$ cat config.mk
export PLATFORM = sky130hd
export DESIGN_NAME = multdiv_issue_flat
export DESIGN_NICKNAME = d
export VERILOG_FILES = /design/src/rtl/multdiv_issue_if.sv /design/src/rtl/multdiv_issue.sv /design/src/flat_wrapper.sv
export SDC_FILE = /design/constraint.sdc
export NUM_CORES = 1
export LEC_CHECK = 0
export ABC_AREA = 1
export CELL_PAD_IN_SITES_DETAIL_PLACEMENT = 1
export CELL_PAD_IN_SITES_GLOBAL_PLACEMENT = 2
export CORE_MARGIN = 8
export CORE_UTILIZATION = 22
export CTS_CLUSTER_DIAMETER = 30
export DETAILED_ROUTE_END_ITERATION = 16
export MAX_ROUTING_LAYER = met4
export PLACE_DENSITY = 0.82
export SLEW_MARGIN = 20
export SYNTH_ARGS = -nofsm -noshare
export SYNTH_HDL_FRONTEND = slang
export SYNTH_SLANG_ARGS = --single-unit
export TNS_END_PERCENT = 10
$ cat constraint.sdc
create_clock -name clock -period 4.9 [get_ports clock]
set_input_delay 1.225 -clock clock [delete_from_list [all_inputs] [get_ports clock]]
set_output_delay 1.225 -clock clock [all_outputs]
set_load 0.03 [all_outputs]
$ cat src/rtl/multdiv_issue_if.sv
// Handshake bundle between the pipeline-side issuer (master) and the
// multi-cycle multiply/divide unit (slave).
interface multdiv_issue_if;
  logic        ctrl_MULT;
  logic        ctrl_DIV;
  logic [31:0] data_operandA;
  logic [31:0] data_operandB;
  logic [31:0] data_result;
  logic        data_exception;
  logic        data_resultRDY;

  modport master (
    output ctrl_MULT, ctrl_DIV, data_operandA, data_operandB,
    input  data_result, data_exception, data_resultRDY
  );

  modport slave (
    input  ctrl_MULT, ctrl_DIV, data_operandA, data_operandB,
    output data_result, data_exception, data_resultRDY
  );
endinterface

$ cat src/rtl/multdiv_issue.sv
// Pipeline-side initiator for the multdiv unit: accept, pulse, stall until ready, write back.
// Optional WAIT abort after TIMEOUT cycles is enabled with `define MULTDIV_TIMEOUT_EN.
module multdiv_issue #(
  parameter int TIMEOUT = 64
) (
  input  logic               clock,
  input  logic               reset,
  input  logic               op_valid,
  input  logic               op_is_div,
  input  logic [31:0]        op_a,
  input  logic [31:0]        op_b,
  input  logic [4:0]         op_rd,
  multdiv_issue_if.master    md,
  output logic               stall,
  output logic               wb_valid,
  output logic [31:0]        wb_result,
  output logic [4:0]         wb_rd,
  output logic               wb_exception
);

  typedef enum logic [1:0] {
    IDLE  = 2'd0,
    START = 2'd1,
    WAIT  = 2'd2,
    DONE  = 2'd3
  } state_t;

  state_t     state_r;
  logic [4:0] rd_r;

`ifdef MULTDIV_TIMEOUT_EN
  localparam int CW = $clog2(TIMEOUT) + 1;
  logic [CW-1:0] wait_cnt_r;
`else
  logic unused_timeout_s;
  assign unused_timeout_s = (TIMEOUT == 0);
`endif

  // Stall must rise in the same cycle the op is presented, so it is decoded from state.
  assign stall = ~reset & (((state_r == IDLE) & op_valid) | (state_r == START) | (state_r == WAIT));

  // Issue FSM with registered ctrl pulses, operand latches and writeback capture.
  always_ff @(posedge clock or posedge reset) begin
    if (reset) begin
      state_r          <= IDLE;
      rd_r             <= 5'd0;
      md.ctrl_MULT     <= 1'b0;
      md.ctrl_DIV      <= 1'b0;
      md.data_operandA <= 32'd0;
      md.data_operandB <= 32'd0;
      wb_valid         <= 1'b0;
      wb_result        <= 32'd0;
      wb_rd            <= 5'd0;
      wb_exception     <= 1'b0;
`ifdef MULTDIV_TIMEOUT_EN
      wait_cnt_r       <= {CW{1'b0}};
`endif
    end else begin
      md.ctrl_MULT <= 1'b0;
      md.ctrl_DIV  <= 1'b0;
      wb_valid     <= 1'b0;
      case (state_r)
        IDLE: begin
          if (op_valid) begin
            md.data_operandA <= op_a;
            md.data_operandB <= op_b;
            rd_r             <= op_rd;
            md.ctrl_MULT     <= ~op_is_div;
            md.ctrl_DIV      <= op_is_div;
            state_r          <= START;
          end else begin
            state_r <= IDLE;
          end
        end
        START: begin
          // A ready seen while the start pulse is still on the wire cannot belong to this op.
`ifdef MULTDIV_TIMEOUT_EN
          wait_cnt_r <= {CW{1'b0}};
`endif
          state_r <= WAIT;
        end
        WAIT: begin
          if (md.data_resultRDY) begin
            wb_result    <= md.data_result;
            wb_exception <= md.data_exception;
            wb_rd        <= rd_r;
            wb_valid     <= 1'b1;
            state_r      <= DONE;
`ifdef MULTDIV_TIMEOUT_EN
          end else if (wait_cnt_r == CW'(TIMEOUT - 1)) begin
            wb_result    <= 32'd0;
            wb_exception <= 1'b1;
            wb_rd        <= rd_r;
            wb_valid     <= 1'b1;
            state_r      <= DONE;
          end else begin
            wait_cnt_r <= wait_cnt_r + CW'(1);
            state_r    <= WAIT;
          end
`else
          end else begin
            state_r <= WAIT;
          end
`endif
        end
        DONE: begin
          // op_valid here is the instruction just completed, so it is not re-accepted.
          state_r <= IDLE;
        end
        default: begin
          state_r <= IDLE;
        end
      endcase
    end
  end

endmodule

$ cat src/flat_wrapper.sv
// flat-port wrapper written by rule: the top's interface ports become plain ports
module multdiv_issue_flat 
#(
  parameter int TIMEOUT = 64
)
  (clock, reset, op_valid, op_is_div, op_a, op_b, op_rd, stall, wb_valid, wb_result, wb_rd, wb_exception, md_ctrl_MULT, md_ctrl_DIV, md_data_operandA, md_data_operandB, md_data_result, md_data_exception, md_data_resultRDY);
  multdiv_issue_if md_i ();
  input  logic clock;
  input  logic reset;
  input  logic op_valid;
  input  logic op_is_div;
  input  logic [31:0] op_a;
  input  logic [31:0] op_b;
  input  logic [4:0] op_rd;
  output logic stall;
  output logic wb_valid;
  output logic [31:0] wb_result;
  output logic [4:0] wb_rd;
  output logic wb_exception;
  output wire logic [$bits(md_i.ctrl_MULT)-1:0] md_ctrl_MULT;
  output wire logic [$bits(md_i.ctrl_DIV)-1:0] md_ctrl_DIV;
  output wire logic [$bits(md_i.data_operandA)-1:0] md_data_operandA;
  output wire logic [$bits(md_i.data_operandB)-1:0] md_data_operandB;
  input wire logic [$bits(md_i.data_result)-1:0] md_data_result;
  input wire logic [$bits(md_i.data_exception)-1:0] md_data_exception;
  input wire logic [$bits(md_i.data_resultRDY)-1:0] md_data_resultRDY;
  assign md_ctrl_MULT = md_i.ctrl_MULT;
  assign md_ctrl_DIV = md_i.ctrl_DIV;
  assign md_data_operandA = md_i.data_operandA;
  assign md_data_operandB = md_i.data_operandB;
  assign md_i.data_result = md_data_result;
  assign md_i.data_exception = md_data_exception;
  assign md_i.data_resultRDY = md_data_resultRDY;
  multdiv_issue #(.TIMEOUT(TIMEOUT)) u_core (.clock(clock), .reset(reset), .op_valid(op_valid), .op_is_div(op_is_div), .op_a(op_a), .op_b(op_b), .op_rd(op_rd), .md(md_i), .stall(stall), .wb_valid(wb_valid), .wb_result(wb_result), .wb_rd(wb_rd), .wb_exception(wb_exception));
endmodule
After elaboration in Yosys (flattened, before gate mapping)

Cells that the tools add are included.

Bits in registers: 112
Bits of input ports: 107
Output and inout port bits: 106

Equality and inequality tests: 3
Muxes and demuxes: 9
Bitwise operators: 6
Reductions and logical operators: 3

Operator list:

| kind               | count |
|---|---|
| $mux 1             | 8 |
| $pmux 2 s4         | 1 |
| $eq 2x2->1 const B | 2 |
| $reduce_and 2->1   | 2 |
| $and 1x1->1        | 2 |
| $eq 2x1->1 const B | 1 |
| $logic_not 2->1    | 1 |
| $not 1->1          | 2 |
| $or 1x1->1         | 2 |

Depth between registers and ports, before layout

Depth after elaboration: 5
Gate-level depth with buffers: 8
Gate-level depth less buffers: 6

Least setup slack after synthesis

OpenSTA, ideal clock, no wires.

Path kind: input-to-output
From: in op_valid
To: out stall
Data arrival time: 1.943 ns
Required time: 3.675 ns
Path slack: 1.732 ns
Cell stages on the path: 3
Path buffers: 1
Path through: buf_4 -> nand2_4 -> a21oi_1

Word-level cells in the longest chain between the ends: 4

Ends and longest elaborated chain:

| element                  | RTL line            | text |
|---|---|---|
| start, declared          | flat_wrapper.sv:10  | `input logic op_valid;` |
| $and 1x1->1              | multdiv_issue.sv:40 | `assign stall = ~reset & (((state_r == IDLE) & op_valid) \| (state_r == START) \| (state_r == WAIT));` |
| $or 1x1->1 (2 in series) | multdiv_issue.sv:40 |  |
| $and 1x1->1              | multdiv_issue.sv:40 |  |
| end, declared            | flat_wrapper.sv:15  | `output logic stall;` |

Every way passes these cells.

Worst setup path in the final report

From: in reset
To: out stall

Word-level cells in the longest chain between the ends: 2

Ends and longest elaborated chain:

| element         | RTL line            | text |
|---|---|---|
| start, declared | flat_wrapper.sv:9   | `input logic reset;` |
| $not 1->1       | multdiv_issue.sv:40 |  |
| $and 1x1->1     | multdiv_issue.sv:40 |  |

Every way passes these cells.

==> summary.txt <==
Run status: finished, final reports clean
Via/cell ratio: 4.17
Beginning of the critical path: reset
HPWL Detailed: 11,000 um
Share of synthesized area occupied by flip-flops and latches: 63.8%
Pin count of the biggest net entering global routing: 77
Max-Cap Viols: 0
Area enclosed by the die boundary: 0.0247 mm^2
Non-filler cells, final: 947
Sink Count: 112
CP Class: in -> out
Count of vias placed by the detailed router: 3,946
Reg-to-reg startpoint: u_core.state_r[0]
Hold wc startpoint: u_core.md.data_operandB[19]
Rows: 51
Diodes inserted: 0
Postcts setup bufs: 0
Yosys warning count: 0
Fin crit share: 76.4%
DP Cell Count: 931
Number of gates given a new drive strength after cts: 0
Max Root-Sink Buffers: 2
CP Capture Type: output pin
Data required time at the worst endpoint: 3.67 ns
Initial antenna violation count: 0
Number of port buffers: 212
Total global routing track utilization: 12.9%
Power Total: 0.00488 W
Min Tclk post-route: 3.75 ns
Remaining antenna violation count: 0
CP startpoint kind: input pin
Wire length of the first global-routing pass: 24,600 um
Leakage component of the power: 3.35 nW
Drt wl/cell: 16.3 um
Highest attainable clock frequency: 267 MHz
Number of hold-slack violations in the final timing report: 0
Final setup TNS: 0 ns
Clock skew after layout: 0.00751 ns
TritonRoute pass-1 iters: 4
Total of endpoints with negative setup slack in the final report: 0
Number of H-tree levels: 3
Worst EP arrival: 2.52 ns
Fill cell instance count of the final layout: 2,300
X dimension of the die: 157 um
CTS Root Cell: sky130_fd_sc_hd__clkbuf_16
Skew-Pair Late Insertion Delay: 0.35 ns
TritonCTS buffer count: 9
Total global routing overflow: 0
DIE HEIGHT: 157 um
Total length of routed wires: 15,400 um
Post-synthesis cell area: 0.00439 mm^2
Clock input transition at the sequential cells of the worst setup and hold paths: 0.07 ns
CTS tree: built
Number of unique standard cell types used by synthesis: 13
Max Transition Viols Final: 0
Avg Synthesized Cell Area: 9.17 um^2
IO Count: 213
Relative slew margins: 36.4%
Initial DRC Count: 116
Post-synthesis register bit count: 112
CTS hold repair buffers: 0
Syn_nets: 589
Share of final-layout standard cells stronger than drive strength 1: 3.81%
Setup repair after global routing missed its margin: no
Final weighted congestion of routability-driven global placement: 0.732
Power density cells: 698 mW/mm^2
Nets: 787
Vias in the first global route: 4,524
Area of the placeable core: 0.0195 mm^2
Initial Utilization: 22.5%
Number of DRC violations after detailed routing: 0
Worst-margin pin slew: 0.954 ns
Class of the most critical hold timing path: reg -> reg
Gate count after technology mapping: 479
Area growth syn-to-layout: 59.0%
Worst-case vdd ir drop: 291 uV
CP max FO: 2
sequential cells by signal, summed over array words and instances, names as in the netlist:
register and count:
u_core.md.ctrl_DIV 1, u_core.md.ctrl_MULT 1, u_core.md.data_operandA 32, u_core.md.data_operandB 32
u_core.rd_r 5, u_core.state_r 2, u_core.wb_exception 1, u_core.wb_rd 5
u_core.wb_result 32, u_core.wb_valid 1
final cells by class:
type	instances	area [um^2]	area share [%]
Clock buffer	11	243	3.48
Clock inverter	5	56.3	0.806
Inverter	5	21.3	0.305
Multi-Input combinational cell	331	1370	19.6
Sequential cell	112	2800	40.1
Tap cell	265	332	4.75
Timing Repair Buffer	218	2160	31.0
final timing paths:
path | cells past startpoint | slack (ns) | endpoint
worst max-delay path | 3 | 1.15 | stall
worst min-delay path | 2 | 0.47 | u_core.md.data_operandB[19]
worst max register to register | 7 | 3.06 | u_core.wb_result[9]
worst min register to register | 2 | 0.47 | u_core.md.data_operandB[19]
max in group asynchronous | 3 | 2.51 | u_core.md.data_operandB[19]
min in group asynchronous | 2 | 1.48 | u_core.md.data_operandA[3]
synthesized netlist by cell type:
master | n | area, um^2
sky130_fd_sc_hd__buf_4 | 10 | 75.1
sky130_fd_sc_hd__inv_1 | 4 | 15.0
sky130_fd_sc_hd__nand3_1 | 69 | 345
sky130_fd_sc_hd__nor2_1 | 3 | 11.3
sky130_fd_sc_hd__dfrtp_1 | 112 | 2800
sky130_fd_sc_hd__inv_2 | 1 | 3.75
sky130_fd_sc_hd__buf_6 | 4 | 45.0
sky130_fd_sc_hd__o21ai_0 | 1 | 5.00
sky130_fd_sc_hd__nand2_4 | 1 | 11.3
sky130_fd_sc_hd__buf_2 | 17 | 85.1
sky130_fd_sc_hd__nand2_1 | 253 | 950
sky130_fd_sc_hd__a21oi_1 | 1 | 5.00
sky130_fd_sc_hd__ha_1 | 3 | 37.5
layout by cell type (no fill, tap or decap), drive strengths merged:
cell type	instances
inv	5
bufinv	1
nand2	254
clkinvlp	1
a21oi	1
clkinv	3
buf	7
clkbuf	11
nor2	3
ha	3
clkdlybuf4s50	211
nand3	69
dfrtp	112
o21ai	1
cell families (layout without fill, tap and decap cells):
family	Yosys count	in the layout	share of synthesized area (%)
buf+inv	36	239	5.10
flops	112	112	63.8
fa+ha+maj	3	3	0.855
compound gates	2	2	0.228
simple gates	326	326	30.0
through the flow:
| step | cell area, um^2 | hold slack, ns | utilization (%) | worst slack (ns) |
|---|---|---|---|---|
| 2_1_floorplan | 4390 | 0.442 | - | 0.716 |
| 3_3_place_gp | 6690 | 0.453 | 34.2 | 1.12 |
| 3_5_place_dp | 6690 | 0.458 | 34.2 | 1.15 |
| 4_1_cts | 6980 | 0.477 | 35.8 | 1.14 |
| 5_1_grt | 6980 | 0.499 | 35.8 | 1.09 |
| 6_report | 6980 | 0.470 | 35.8 | 1.15 |
layer usage:
| layer | up-vias | part of all wire (%) | routed length, um | GRT usage [%] |
|---|---|---|---|---|
| li1 | 1880 | - | - | - |
| met1 | 1911 | 42 | 6410 | 14.4 |
| met2 | 140 | 47 | 7280 | 21.1 |
| met3 | 15 | 9.9 | 1530 | 5.10 |
| met4 | 0 | 1.3 | 208 | 4.08 |
| met5 | - | 0 | 0 | - |
worst max-delay path, cell delays in order:
cell and delay [ns]:
sky130_fd_sc_hd__clkdlybuf4s50_1 0.46, sky130_fd_sc_hd__a21oi_1 0.14, sky130_fd_sc_hd__clkdlybuf4s50_1 0.69
report_power, final:
part	internal [W]	switching, W
Combinational	0.000970	0.00157
Clock	0.000411	0.000336
Sequential	0.00135	0.000236
Note: power is estimated with default switching activity, not from simulation.
